==> config.mk <==
export PLATFORM = sky130hd
export DESIGN_NAME = logic_unit_seq
export DESIGN_NICKNAME = d
export VERILOG_FILES = /design/src/rtl/logic_unit_seq.sv
export SDC_FILE = /design/constraint.sdc
export NUM_CORES = 1
export LEC_CHECK = 0
export CAP_MARGIN = 20
export CORE_MARGIN = 8
export CORE_UTILIZATION = 35
export DETAILED_ROUTE_END_ITERATION = 10
export GPL_TIMING_DRIVEN = 1
export SLEW_MARGIN = 20
export SYNTH_ARGS = -nofsm -noshare
export SYNTH_HDL_FRONTEND = slang
export SYNTH_SLANG_ARGS = --single-unit
==> constraint.sdc <==
create_clock -name clk -period 3 [get_ports clk]
set_clock_uncertainty 0.05 [all_clocks]
set_input_delay 0.45 -clock clk [delete_from_list [all_inputs] [get_ports clk]]
set_output_delay 0.45 -clock clk [all_outputs]
set_load 0.02 [all_outputs]
==> src/rtl/logic_unit_seq.sv <==
// Registered bitwise logic unit with valid/ready streaming and an OR-fold
// accumulate mode that merges a multi-beat group into a single result.
module logic_unit_seq #(
   parameter int WIDTH   = 32,
   parameter int COUNT_W = 8
) (
   input  logic               clk,
   input  logic               reset,
   input  logic               in_valid,
   output logic               in_ready,
   input  logic [2:0]         op,
   input  logic               acc_mode,
   input  logic               acc_last,
   input  logic [WIDTH-1:0]   a,
   input  logic [WIDTH-1:0]   b,
   output logic               out_valid,
   input  logic               out_ready,
   output logic [WIDTH-1:0]   result,
   output logic               zero,
   output logic [COUNT_W-1:0] beats,
   output logic [1:0]         fsm_state
);

   // Handshake: a beat transfers on a rising edge where in_valid && in_ready;
   // a result transfers where out_valid && out_ready. in_ready is a function
   // of state and out_ready only, so valid never loops back into ready.
   typedef enum logic [1:0] {
      IDLE  = 2'd0,
      ACCUM = 2'd1,
      HOLD  = 2'd2
   } state_t;

   localparam logic [COUNT_W-1:0] ONE = COUNT_W'(1);

   state_t             state;
   state_t             state_next;
   logic [WIDTH-1:0]   acc;
   logic [WIDTH-1:0]   acc_next;
   logic [COUNT_W-1:0] cnt;
   logic [COUNT_W-1:0] cnt_next;
   logic [WIDTH-1:0]   result_next;
   logic [COUNT_W-1:0] beats_next;
   logic               load;
   logic [WIDTH-1:0]   r;
   logic               accept;

   function automatic logic [COUNT_W-1:0] sat_inc(input logic [COUNT_W-1:0] c);
      return (c == '1) ? c : c + ONE;
   endfunction

   always_comb begin
      r = '0;
      unique case (op)
         3'b000: r = a & b;
         3'b001: r = a | b;
         3'b010: r = a ^ b;
         3'b011: r = ~(a | b);
         3'b100: r = ~(a & b);
         3'b101: r = ~(a ^ b);
         3'b110: r = a & ~b;
         3'b111: r = a | ~b;
         default: r = '0;
      endcase
   end

   assign in_ready  = (state != HOLD) || out_ready;
   assign out_valid = (state == HOLD);
   assign accept    = in_valid && in_ready;
   assign fsm_state = state;

   always_comb begin
      state_next  = state;
      acc_next    = acc;
      cnt_next    = cnt;
      result_next = result;
      beats_next  = beats;
      load        = 1'b0;
      unique case (state)
         IDLE, HOLD: begin
            if (accept) begin
               if (!acc_mode || acc_last) begin
                  load        = 1'b1;
                  result_next = r;
                  beats_next  = ONE;
                  state_next  = HOLD;
               end else begin
                  acc_next   = r;
                  cnt_next   = ONE;
                  state_next = ACCUM;
               end
            end else if (state == HOLD && out_ready) begin
               state_next = IDLE;
            end
         end
         ACCUM: begin
            // acc_mode is ignored once a group is open; only acc_last matters.
            if (accept) begin
               if (acc_last) begin
                  load        = 1'b1;
                  result_next = acc | r;
                  beats_next  = sat_inc(cnt);
                  state_next  = HOLD;
               end else begin
                  acc_next = acc | r;
                  cnt_next = sat_inc(cnt);
               end
            end
         end
         default: state_next = IDLE;
      endcase
   end

   always_ff @(posedge clk or posedge reset) begin
      if (reset) begin
         state  <= IDLE;
         acc    <= '0;
         cnt    <= '0;
         result <= '0;
         zero   <= 1'b1;
         beats  <= '0;
      end else begin
         state <= state_next;
         acc   <= acc_next;
         cnt   <= cnt_next;
         if (load) begin
            result <= result_next;
            zero   <= (result_next == '0);
            beats  <= beats_next;
         end
      end
   end

endmodule

After elaboration in Yosys (flattened, before gate mapping)
Cells that the tools add are included.
{ "word_totals": {"ff_bits": 83, "output_inout_bits": 45, "elab_cells": 81} }
{ "classes": {"n_addsub": 1, "n_eq_ne": 18, "mux": 33, "bitwise_logic": 10, "n_reduce_logical": 13} }
{ "op_table": {"columns": ["operator", "n"], "rows": [
  ["32-bit two-way mux", 8],
  ["32-bit case mux with 8 select lines", 1],
  ["32-bit NOT", 4],
  ["32-bit case mux with 2 select lines", 2],
  ["32-bit bitwise OR", 3],
  ["8-bit two-way mux", 9],
  ["32-bit bitwise AND", 2],
  ["32-bit logical NOT", 1],
  ["8-bit case mux with 2 select lines", 2],
  ["32-bit XOR", 1],
  ["2-bit inequality test (second input constant)", 7],
  ["3-bit equality test (second input constant)", 4],
  ["2-bit two-way mux", 5],
  ["8-bit by 1-bit adder with 8-bit output (second input constant)", 1],
  ["8-bit equality test (second input constant)", 1],
  ["3-bit by 2-bit equality test with 1-bit output (second input constant)", 2],
  ["6-bit AND reduction", 1],
  ["5-bit AND reduction", 1],
  ["1-bit two-way mux", 4],
  ["2-bit case mux with 2 select lines", 1],
  ["3-bit by 1-bit equality test with 1-bit output (second input constant)", 1],
  ["3-bit logical NOT", 1],
  ["3-bit inequality test (second input constant)", 1],
  ["3-bit AND reduction", 1],
  ["9 further kinds", 11]
]} }

Depth between registers and ports, before layout
Gate-level depths: netlist of run 1.
{ "depth": {"word_depth": 8, "mapped_depth": 13} }

Least setup slack after synthesis of run 1
No wires, ideal clock.
{ "synth_path": {"path_type": "in2reg", "from": "input a[27]", "to": "register zero", "setup_time_ns": 0.063, "arrival_time_ns": 2.429, "setup_slack_ns": 0.458, "path_stages": 9, "n_path_buf": 0, "path_cell_list": "inv_1 -> ha_1 -> o211a_1 -> a311oi_2 -> o22ai_1 -> a221o_1 -> or4_1 -> nor4_2 -> a32o_1"} }
{ "synth_between": {"elab_chain_cells": 8, "elab_cells_between_ends": 16, "cone_classes": "mux: 6; bitwise: 9; reduce/logical: 1"} }
{ "synth_rtl": {"columns": ["item", "line_no", "text"], "rows": [
  ["start: declaration", "14", "input logic [WIDTH-1:0] a,"],
  ["32-bit XOR, or another cell as far along", "56, 59", null],
  ["32-bit NOT, on equally long branches", "59, 57, 58", null],
  ["32-bit case mux with 8 select lines (*)", "53", "unique case (op)"],
  ["32-bit bitwise OR", "100", "result_next = acc | r;"],
  ["32-bit two-way mux", "98", "if (acc_last) begin"],
  ["32-bit two-way mux", "97", "if (accept) begin"],
  ["32-bit case mux with 2 select lines (*)", "78", "unique case (state)"],
  ["32-bit logical NOT (*)", "127", "zero <= (result_next == '0);"],
  ["end signal: assignment", "127", null],
  ["end: declaration", "19", "output logic zero,"]
]} }
Every way passes the cells marked *; elsewhere a longest branch is shown, timed or not.
A chain may end at the register's enable or synchronous reset.

Final worst setup path of run 1
{ "layout_path": {"from": "input out_ready", "to": "register zero"} }
{ "layout_between": {"elab_chain_cells": 5, "elab_cells_between_ends": 9, "cone_classes": "mux: 6; reduce/logical: 3"} }
{ "layout_rtl": {"columns": ["item", "line_no", "text"], "rows": [
  ["start: declaration", "17", "input logic out_ready,"],
  ["1-bit logical OR (*)", "66", "assign in_ready = (state != HOLD) || out_ready;"],
  ["1-bit logical AND (*)", "68", "assign accept = in_valid && in_ready;"],
  ["32-bit two-way mux, on equally long branches", "97, 80", null],
  ["32-bit case mux with 2 select lines", "78", null],
  ["32-bit logical NOT", "127", null]
]} }
Marked as above.

==> impl_metrics.ini, run 1 <==
[floorplan]
fp.dieW_um = 168
start_util_pct = 35.8
die_area_mm2 = 0.0284
num_rows = 55
pin_count = 118
core_area_mm2 = 0.0227
fp.dieH_um = 168

[synthesis]
yosys_warnings = 0
syn_inst = 970
ys.flop_type = dfrtp_1
synth_cell_types = 69
syn_nets = 1172
synth_edf_count = 0
ys_seq_area_share_pct = 25.6
synth.avg_cell_area_um2 = 8.38
synth-async-reset-ratio_pct = 100
synth-seq-cells = 83
syn_area_mm2 = 0.00813

[worst_setup_path]
critPathRequiredTime_ps = 3230
crit_type = primary input to register
rr_endpoint = zero
crit_chain = clkdlybuf4s50_1, nand2b_1, buf_4, nor2_1, o31a_1, o32a_1, nor4b_2, nand4_1, nor4_4, a32o_1
r2r-start = fsm_state[0]
reg2reg_depth = 9
worstPathMaxFanout = 5
cp.arrival_ps = 3150
r2r_slack_ps = 150
cpMaxStageDelayCell = clkdlybuf4s50_1
start_kind = primary input
endpoint_kind = register
slowest_delay_ps = 540

[timing]
fmax_ghz = 0.343
layout_min_cycle_time_ps = 2920
period_share_pct = 97.2
fin_tns_setup_ps = 0
layout_setup_ws_ps = 82.9
maxSlewHeadroom_pct = 59.4
worst_slew_pin_slew_ps = 604
setup-violations-final = 0
grt_setup_unrepaired = false
hold_viol_final = 0
finalMaxSlewViolations = 0

[placed_design]
port_buffers = 117
dp_hpwl_um = 20900
routabilityCongestion = 0.884
place_inst = 1493
post-place-ws_ps = -362

[power]
vdd_drop_max_uv = 281
finalPower_mw = 5.05
p_leak_nw = 5.42
p_per_area_mw_per_mm2 = 450

[grt]
grt_pass1_wl_um = 41400
grt_pass1_vias = 7767
grt_max_degree = 41
overflow = 0
antenna_found_initial = 0
grt_use_total_pct = 18.0

[detailed_routing]
drt_pass1_iterations = 6
drc = 0
ant_nets = 0
via_count = 8014
drt-total-wl_um = 25900
first_iter_violations = 555
wl_per_cell_um = 17.2
vias_per_cell = 5.30

[cts]
clkLatencyLatePin_ps = 340
cts_tree = done
path_clk_slew_ps = 60
cts_root_buffer = clkbuf_16
h-tree-depth = 3
clk_path_buf_depth = 2
clock_sinks = 83
cts_inserted_buffers = 9

[cells_and_area]
layout.cells.non_filler = 1511
fillers = 2212
multi_input_area_mm2 = 0.00551
layout_commonest_cell = buf_4
final_cell_mix = 178 x buf_4, 126 x ha_1, 108 x clkdlybuf4s50_1, 106 x nand2_1, 82 x dfrtp_1
seq_area_mm2 = 0.00208
num_antenna_cells = 0
utilization_pct = 49.5
area_delta_synth_final_pct = 38.2
drive_above_1_share_pct = 20.5
nets = 1423

[job]
cap_violations = 0

[status]
outcome = finished, final reports clean

[min_path]
min_path_type = primary input to asynchronous set/reset pin
## logic make-up (layout without fill, tap and decap cells)
family / count (synthesis) / count (layout) / synth area share [%]
AO/OA/AOI/OAI: 291 / 291 / 24.0
AND/OR/NAND/NOR: 268 / 268 / 15.0
buffers and inverters: 145 / 401 / 8.42
adder cells (fa/ha/maj): 129 / 129 / 19.8
flip-flops: 83 / 83 / 25.6
multiplexers: 48 / 48 / 6.52
XOR/XNOR: 6 / 6 / 0.646
## layout make-up
| cell class | instances | area share (%) |
|---|---|---|
| clock buffers | 11 | 2.07 |
| clock inverters | 5 | 0.479 |
| inverters | 81 | 2.72 |
| multi-input cells | 742 | 49.0 |
| flip-flops and latches | 83 | 18.5 |
| well taps | 285 | 3.17 |
| repair buffers | 304 | 24.1 |
## through the flow
step	hold slack [ps]	cell area, um^2
floorplan	394	8130
global placement	410	10800
detailed placement	417	10800
CTS	416	11100
global route	443	11200
finish	407	11200
## synthesized netlist by cell type, types with 6 or more instances
library cell | instances | area [um^2]
ha_1 | 129 | 1610
a221oi_1 | 10 | 87.6
nor3_1 | 9 | 45.0
a22oi_1 | 15 | 113
o211ai_1 | 7 | 52.6
dfrtp_1 | 82 | 2050
buf_6 | 9 | 101
a31oi_1 | 7 | 43.8
o31ai_1 | 13 | 97.6
nor2_1 | 79 | 297
nand2b_1 | 14 | 87.6
buf_2 | 25 | 125
nand2_1 | 106 | 398
clkbuf_1 | 18 | 67.6
mux2i_1 | 35 | 350
inv_1 | 79 | 297
a21oi_1 | 65 | 325
nand3_1 | 9 | 45.0
and2_1 | 11 | 68.8
a22o_1 | 18 | 158
o22ai_1 | 19 | 119
a221o_1 | 6 | 60.1
a211oi_1 | 14 | 105
mux2_2 | 10 | 113
o21ai_0 | 64 | 320
nor2b_1 | 12 | 75.1
## worst max-delay path by stage
stage / start / endpoint / slack (ps) / cells past startpoint
after floorplan: reset / acc[0] / 360 / 1
after detailed placement: a[27] / zero / -360 / 10
after global placement: a[27] / zero / -320 / 10
after CTS: a[20] / zero / 1 / 11
after global routing: a[19] / zero / 6 / 12
final: out_ready / zero / 80 / 10
## state kept, by name, indices dropped and copies added, names as in the netlist
signal / cells
fsm_state: 2
zero: 1
result: 32
cnt: 8
beats: 8
acc: 32
## power breakdown
group / internal [mW] / switching (mW)
Sequential: 1.42 / 0.278
Combinational: 1.12 / 1.13
Clock: 0.643 / 0.458
Total: 3.18 / 1.87
## critical path: cells and delay by family
family                 cells  cell delay (ps)
buffers and inverters      2              690
AO/OA/AOI/OAI              3              800
AND/OR/NAND/NOR            5             1200
## timing repair
| action | in CTS | in global routing |
|---|---|---|
| hold buffers | 0 | 0 |
| setup buffers | 0 | 2 |
| endpoints found under the setup margin | 1 | 1 |
| gates resized for setup | 4 | 22 |
| pin swaps | 2 | 17 |
## metal layers
| metal | vias up | track usage (%) | wire, um |
|---|---|---|---|
| met5 | - | 0 | 0 |
| met4 | 0 | 3.38 | 225 |
| met3 | 15 | 2.57 | 1410 |
| met2 | 226 | 29.1 | 11800 |
| met1 | 3824 | 25.2 | 12500 |
| li1 | 3949 | - | - |
No activity file was read; power rests on OpenSTA's default activity.
==> inputs of run 2 (changes only) <==
--- a/config.mk
+++ b/config.mk
@@ -9,7 +9,8 @@
 export CORE_MARGIN = 8
 export CORE_UTILIZATION = 35
 export DETAILED_ROUTE_END_ITERATION = 10
-export GPL_TIMING_DRIVEN = 1
+export DONT_BUFFER_PORTS = 1
+export GPL_TIMING_DRIVEN = 0
 export SLEW_MARGIN = 20
 export SYNTH_ARGS = -nofsm -noshare
 export SYNTH_HDL_FRONTEND = slang
==> constraint.sdc (replaced) <==
create_clock -name clk -period 2.7 [get_ports clk]
set_clock_uncertainty 0.05 [all_clocks]
set_input_delay 0.405 -clock clk [delete_from_list [all_inputs] [get_ports clk]]
set_output_delay 0.405 -clock clk [all_outputs]
set_load 0.02 [all_outputs]
==> impl_metrics.ini, run 2 (synthesis results as in run 1) <==
[grt]
antenna_found_initial = 0
grt_pass1_vias = 7290
overflow = 0
grtUsageMet3_pct = 5.14
busiest_layer = met2
grt_max_degree = 54
met1_usage_pct = 24.8
grt_pass1_wl_um = 42600
grt_use_total_pct = 19.3
grt_util_met2_pct = 30.9

[detailed_routing]
drc = 0
drt_pass1_iterations = 5
first_iter_violations = 740
vias_per_cell = 5.82
drt-total-wl_um = 28000
via_count = 7474
ant_nets = 0
wl_per_cell_um = 21.8

[power]
power_frac_clock_pct = 23.7
p_per_area_mw_per_mm2 = 538
internal_power_mw = 2.92
finalPower_mw = 4.86
vdd_drop_max_uv = 248
switching_share_pct = 39.9
pwr-share-seq_pct = 44.1
switching_power_mw = 1.94
p_leak_nw = 4.28
combPwrFrac_pct = 32.3

[floorplan]
pin_count = 118
num_rows = 55
start_util_pct = 35.8
die_area_mm2 = 0.0284
fp.dieW_um = 168
fp.dieH_um = 168
core_area_mm2 = 0.0227

[timing]
finalMaxSlewViolations = 0
maxSlewHeadroom_pct = 49.5
fmax_ghz = 0.359
worst_slew_pin_slew_ps = 758
layout_min_cycle_time_ps = 2790
setup-violations-final = 1
grt_setup_unrepaired = true
period_share_pct = 103
fin_tns_setup_ps = -86.5
layout_setup_ws_ps = -86.5
hold_viol_final = 0

[worst_setup_path]
cp.arrival_ps = 3020
worstPathMaxFanout = 10
endpoint_kind = register
start_kind = register
critPathRequiredTime_ps = 2930
crit_type = register to register

[placed_design]
dp_hpwl_um = 21000
routabilityCongestion = 0.900
port_buffers = 0

[cts]
cts_tree = done
cts_root_buffer = clkbuf_16
cts_inserted_buffers = 9
clkLatencyLatePin_ps = 340
path_clk_slew_ps = 60
h-tree-depth = 3
clock_sinks = 83
clk_path_buf_depth = 2

[cells_and_area]
final_cell_mix = 129 x ha_1, 105 x nand2_1, 80 x dfrtp_1, 79 x nor2_1, 78 x inv_1
layout_commonest_cell = ha_1
largestRegisters = acc x32, result x32
drive_above_1_share_pct = 11.5
nets = 1197
area_delta_synth_final_pct = 11.0
utilization_pct = 39.8
num_antenna_cells = 0

[status]
violations = negative setup slack
outcome = finished, violations left

[min_path]
min_path_type = primary input to register

[job]
cap_violations = 0
-- run 2: what timing repair did --
action / 4_1_cts / 5_1_grt
hold buffers: 1 / 0
setup endpoints to repair: 13 / 13
gates resized for setup: 36 / 2
endpoints found under the hold margin: 30 / 0
buffers inserted: 12 / 1
cloned: 0 / 0
pin swaps: 7 / 2
-- run 2: power groups by stage --
stage          sequential (mW)  combinational [mW]  clock [mW]
2_1_floorplan             2.01                1.09           0
3_3_place_gp              2.16                1.43           0
3_5_place_dp              2.17                1.45           0
4_1_cts                   2.15                1.54        1.17
5_1_grt                   2.20                1.73        1.21
6_report                  2.14                1.57        1.15
-- run 2: path summary, 6_finish.rpt --
check                              from      endpoint  slack (ps)  cells past startpoint
setup reg to reg           fsm_state[0]          zero         -90                      9
max in group asynchronous         reset          zero        1440                      3
hold / removal                out_ready  fsm_state[0]         190                      2
min in group asynchronous         reset      beats[4]         500                      2
setup / recovery           fsm_state[0]          zero         -90                      9
hold reg to reg                  acc[8]        acc[8]         420                      2
-- run 2: layer usage --
metal	share of wire (%)	vias up	wire length [um]
li1	-	3478	-
met1	43	3614	12000
met5	0	-	0
met2	45	338	12600
met4	2.3	0	632
met3	10	44	2850
-- run 2: stage by stage --
stage	hold WS [ps]	setup WS, ps	instances	instance area, um^2
after floorplan	394	110	970	8130
after global placement	412	-859	1255	8490
after detailed placement	260	-684	1256	8520
after CTS	181	1.15	1284	9010
after global routing	193	-122	1285	9030
final	195	-86.5	1285	9030
-- run 2: worst max-delay path, cell delays in order (launching register included) --
cell and delay (ps):
dfrtp_2 580, buf_4 270, nand2b_1 70, a311oi_1 400
o32ai_1 250, nor2_1 130, nor4b_2 200, nand4_1 230
nor4_4 310, a32o_1 220
-- run 2: cell type report --
type                            instances  area (um^2)
Buffer                                 63          417
Clock buffer                           16          272
Fill cell                            2310        13700
Inverter                               81          309
Multi-Input combinational cell        742         5460
Sequential cell                        83         2080
Tap cell                              285          357
Timing Repair Buffer                   15          135
